File: src/rtl/dvi_timing_gen.sv
// Video timing generator feeding three TMDS encoders: raster counters, syncs,
// display enable, line/frame pulses and a one-cycle-latency pixel request.
module dvi_timing_gen #(
    parameter int unsigned H_ACTIVE = 640,
    parameter int unsigned H_FP     = 16,
    parameter int unsigned H_SYNC   = 96,
    parameter int unsigned H_BP     = 48,
    parameter int unsigned V_ACTIVE = 480,
    parameter int unsigned V_FP     = 10,
    parameter int unsigned V_SYNC   = 2,
    parameter int unsigned V_BP     = 33,
    parameter logic        HS_POL   = 1'b0,
    parameter logic        VS_POL   = 1'b0
) (
    input  logic        clk,
    input  logic        rst,
    input  logic        en,
    output logic        pix_req,
    input  logic [23:0] pix_data,
    output logic [9:0]  ch0_out,
    output logic [9:0]  ch1_out,
    output logic [9:0]  ch2_out,
    output logic        ch_de,
    output logic        line_start,
    output logic        frame_start
);

    localparam int unsigned CNT_W   = 12;
    localparam int unsigned H_TOTAL = H_ACTIVE + H_FP + H_SYNC + H_BP;
    localparam int unsigned V_TOTAL = V_ACTIVE + V_FP + V_SYNC + V_BP;

    localparam logic [CNT_W-1:0] H_LAST   = CNT_W'(H_TOTAL - 1);
    localparam logic [CNT_W-1:0] V_LAST   = CNT_W'(V_TOTAL - 1);
    localparam logic [CNT_W-1:0] H_ACT    = CNT_W'(H_ACTIVE);
    localparam logic [CNT_W-1:0] V_ACT    = CNT_W'(V_ACTIVE);
    localparam logic [CNT_W-1:0] HS_START = CNT_W'(H_ACTIVE + H_FP);
    localparam logic [CNT_W-1:0] HS_END   = CNT_W'(H_ACTIVE + H_FP + H_SYNC);
    localparam logic [CNT_W-1:0] VS_START = CNT_W'(V_ACTIVE + V_FP);
    localparam logic [CNT_W-1:0] VS_END   = CNT_W'(V_ACTIVE + V_FP + V_SYNC);

    logic [CNT_W-1:0] h_cnt;
    logic [CNT_W-1:0] v_cnt;
    logic             active_c;
    logic             hs_c;
    logic             vs_c;
    logic             run_c;

    logic             de_q;
    logic             hsync_q;
    logic             vsync_q;
    logic             line_q;
    logic             frame_q;

    // Raster counters; disabled or reset parks them at the frame origin.
    always_ff @(posedge clk) begin
        if (rst || !en) begin
            h_cnt <= '0;
            v_cnt <= '0;
        end else if (h_cnt == H_LAST) begin
            h_cnt <= '0;
            v_cnt <= (v_cnt == V_LAST) ? '0 : v_cnt + CNT_W'(1);
        end else begin
            h_cnt <= h_cnt + CNT_W'(1);
        end
    end

    always_comb begin
        run_c    = en && !rst;
        active_c = (h_cnt < H_ACT) && (v_cnt < V_ACT);
        hs_c     = (h_cnt >= HS_START) && (h_cnt < HS_END);
        vs_c     = (v_cnt >= VS_START) && (v_cnt < VS_END);
    end

    // Request is held off during reset so the source never sees a stray pull.
    assign pix_req = active_c && run_c;

    // Single output register stage keeps de, syncs and pulses mutually aligned.
    always_ff @(posedge clk) begin
        if (rst || !en) begin
            de_q    <= 1'b0;
            hsync_q <= ~HS_POL;
            vsync_q <= ~VS_POL;
            line_q  <= 1'b0;
            frame_q <= 1'b0;
        end else begin
            de_q    <= active_c;
            hsync_q <= hs_c ? HS_POL : ~HS_POL;
            vsync_q <= vs_c ? VS_POL : ~VS_POL;
            line_q  <= (h_cnt == '0);
            frame_q <= (h_cnt == '0) && (v_cnt == '0);
        end
    end

    // Source returns data one clock after the request, i.e. alongside de_q.
    assign ch0_out     = {vsync_q, hsync_q, de_q ? pix_data[7:0]   : 8'h00};
    assign ch1_out     = {2'b00,            de_q ? pix_data[15:8]  : 8'h00};
    assign ch2_out     = {2'b00,            de_q ? pix_data[23:16] : 8'h00};
    assign ch_de       = de_q;
    assign line_start  = line_q;
    assign frame_start = frame_q;

endmodule

File: config.mk
export PLATFORM = sky130hd
export DESIGN_NAME = dvi_timing_gen
export DESIGN_NICKNAME = d
export VERILOG_FILES = /design/src/rtl/dvi_timing_gen.sv
export SDC_FILE = /design/constraint.sdc
export NUM_CORES = 1
export LEC_CHECK = 0
export CORE_MARGIN = 5
export CORE_UTILIZATION = 39
export DETAILED_ROUTE_END_ITERATION = 8
export PLACE_DENSITY_LB_ADDON = 0.3
export RECOVER_POWER = 100
export SYNTH_ARGS = -nofsm -noshare
export SYNTH_HDL_FRONTEND = slang
export SYNTH_SLANG_ARGS = --single-unit
File: constraint.sdc
create_clock -name clk -period 1.9 [get_ports clk]
set_input_delay 0.38 -clock clk [delete_from_list [all_inputs] [get_ports clk]]
set_output_delay 0.38 -clock clk [all_outputs]
set_load 0.02 [all_outputs]
==> qor.yml <==
status:
  status: "complete, but fails checks"
  violations: "negative setup slack"
synthesis:
  muxShareOfSynthArea_pct: 0
  async_flop_share_pct: 0
  synth_ff_type: "dfxtp_1"
  syn_inst: 193
  synth_warnings: 0
  synth-xor-area-share_pct: 6.14
  synth_top_family_by_area: "simple AND/OR/NAND/NOR gates"
  synth_seq_cells: 29
  synth_compound_area_share_pct: 8.29
  synth_edf_count: 0
  synthAdderAreaFrac_pct: 3.19
  synth_seq_area_share_pct: 37.0
  synth_area_um2: 1570
  synth_cell_types: 33
  postSynthAreaPerCell_um2: 8.14
  synthSimpleGateAreaFrac_pct: 38.3
sta:
  worst_hold_slack_ns: 0.493
  fmax_mhz: 485
  drv_slew: 0
  worst_slack_ns: -0.162
  setup-violations-final: 13
  min_period_ns: 2.06
  post-route-period-util_pct: 109
  hold_viol_final: 0
  fin_worst_skew_ns: 0.00594
  rsz0062_at_grt: "true"
clocking:
  cts-root-buf: "clkbuf_8"
  cts_tree: "yes"
  worstSkewPairLatency_ns: 0.28
  h-tree-depth: 2
  cts_buffer_depth: 2
  clk_pin_slew_ns: 0.06
  cts_num_sinks: 29
  ctsHoldBuffers: 0
  cts_buffers: 5
power:
  max-vdd-ir-drop_mv: 0.486
  power_density_nw_per_um2: 537
  power.leakage_uw: 0.00105
final_layout:
  n_fill_cell: 352
  syn_to_final_growth_pct: 60.7
  fin_util_pct: 64.0
  diodes: 0
  layout-drive-gt1-share_pct: 20.4
  final-instance-count-excl-fill: 329
  final_area_um2: 2520
  final_net_count: 309
global_route:
  grt_pass1_wl_um: 6940
  antenna_found_initial: 0
  grt_usage_pct: 16.8
  grt_max_degree: 26
  gr-total-overflow: 0
  grt_pass1_vias: 1502
drt:
  totalWireLength_um: 4560
  dr.pass1.iters: 4
  drt-initial-drc-count: 117
  route.detailed.drc: 0
  drt-vias-per-instance: 5.14
  antenna_left: 0
  num_vias: 1692
  routedWlPerCell_um: 13.9
place:
  routabilityCongestion: 0.821
  hpwl_um: 3170
  io_buffer_count: 56
  dp_cells: 316
  dpl_cell_area_um2: 2340
floorplan:
  dieArea_um2: 5400
  rows: 23
  coreArea_um2: 3940
  io-pin-count: 61
  initial_core_util_pct: 39.8
  die_w_um: 73.5
  dieHeight_um: 73.5
worst_setup_path:
  path_max_fanout: 5
  required_ns: 2.12
  critPathLaunchType: "flip-flop"
  crit_type: "reg -> reg"
  worstSetupEndpointType: "flip-flop"
  cp_data_arrival_time_ns: 2.28
worst_hold_path:
  hp-class: "reg -> reg"
flow_run:
  max_cap_viol_count: 0
worst paths after layout:
path / from / end / slack (ns) / cells after the start
worst max-delay path: h_cnt[11] / v_cnt[3] / -0.16 / 6
worst min-delay path: v_cnt[1] / vsync_q / 0.49 / 1
worst max register to register: h_cnt[11] / v_cnt[3] / -0.16 / 6
worst min register to register: v_cnt[1] / vsync_q / 0.49 / 1
critical path, stage by stage (launching register included):
cell and delay, ns:
dfxtp_2 0.31, or4b_4 0.53, or4_4 0.46, buf_6 0.16, buf_6 0.11, or3_1 0.31
a21oi_2 0.12
registers in the layout, indices dropped and copies added, names as in the netlist:
signal	flops
h_cnt	12
v_cnt	12
ch_de	1
frame_start	1
hsync_q	1
line_start	1
vsync_q	1
metal layers:
layer  wire length (um)  up-vias  global-route usage (%)
met4                115        0                    8.45
li1                   -      835                       -
met5                  0        -                       0
met3                634       12                    6.02
met1               1720      748                    19.2
met2               2090       97                    27.5
report_power, final:
group,switching [uW],internal (uW),total (uW)
logic,86.2,99.8,186
clock network,227,326,553
registers,2.21,614,616
Yosys cell counts (4+ instances only):
library cell	count	area [um^2]
o21ai_0	8	40.0
nand2_1	9	33.8
buf_4	7	52.6
a21oi_1	10	50.1
nand4_1	9	56.3
xor2_1	6	52.6
and2_1	25	156
ha_1	4	50.1
clkbuf_1	4	15.0
nor2_1	18	67.6
nor4_1	4	25.0
or4_1	4	30.0
or3_1	6	37.5
nand3_1	10	50.1
and3_1	4	25.0
nor3_1	5	25.0
dfxtp_1	29	581
xnor2_1	5	43.8
inv_1	5	18.8
placed cells by master, fill, tap and decap left out, drive strengths merged, types with 5 or more instances in the layout:
| master | instances |
|---|---|
| buf | 31 |
| dfxtp | 29 |
| clkdlybuf4s50 | 25 |
| and2 | 25 |
| dlygate4sd2 | 24 |
| nor2 | 18 |
| nand3 | 10 |
| nand2 | 10 |
| a21oi | 10 |
| nand4 | 9 |
| clkbuf | 9 |
| o21ai | 8 |
| xor2 | 6 |
| or3 | 6 |
| inv | 5 |
| nor3 | 5 |
| xnor2 | 5 |
| dlygate4sd3 | 5 |
through the flow:
stage | total power (uW) | setup TNS, ns | worst slack, ns
floorplan | 712 | -1.60 | -0.139
global placement | 823 | -3.05 | -0.517
detailed placement | 825 | -3.38 | -0.516
CTS | 1370 | -1.43 | -0.154
global route | 1430 | -2.35 | -0.223
finish | 1360 | -1.53 | -0.162
cells by family (layout without fill, tap and decap cells):
family / Yosys count / in the layout
compound gates: 23 / 23
xor+xnor: 11 / 11
fa+ha+maj: 4 / 4
buf+inv: 19 / 101
flops: 29 / 29
other cells: 1 / 4
simple gates: 106 / 107
layout make-up:
type | count | area, um^2 | area share (%)
well taps | 50 | 62.6 | 2.48
inverters | 5 | 18.8 | 0.744
flip-flops and latches | 29 | 584 | 23.2
clock inverters | 1 | 5.00 | 0.198
clock buffers | 7 | 96.3 | 3.82
repair buffers | 88 | 793 | 31.4
multi-input cells | 149 | 963 | 38.2
repair_timing:
item                                    CTS  global route
buffers inserted                          1             2
gates resized for setup                  39            16
cloned                                    2             1
pin swaps                                 1             5
hold endpoints to repair                  0             0
endpoints found under the setup margin   39            22
Power figures use the tool's default switching activity.
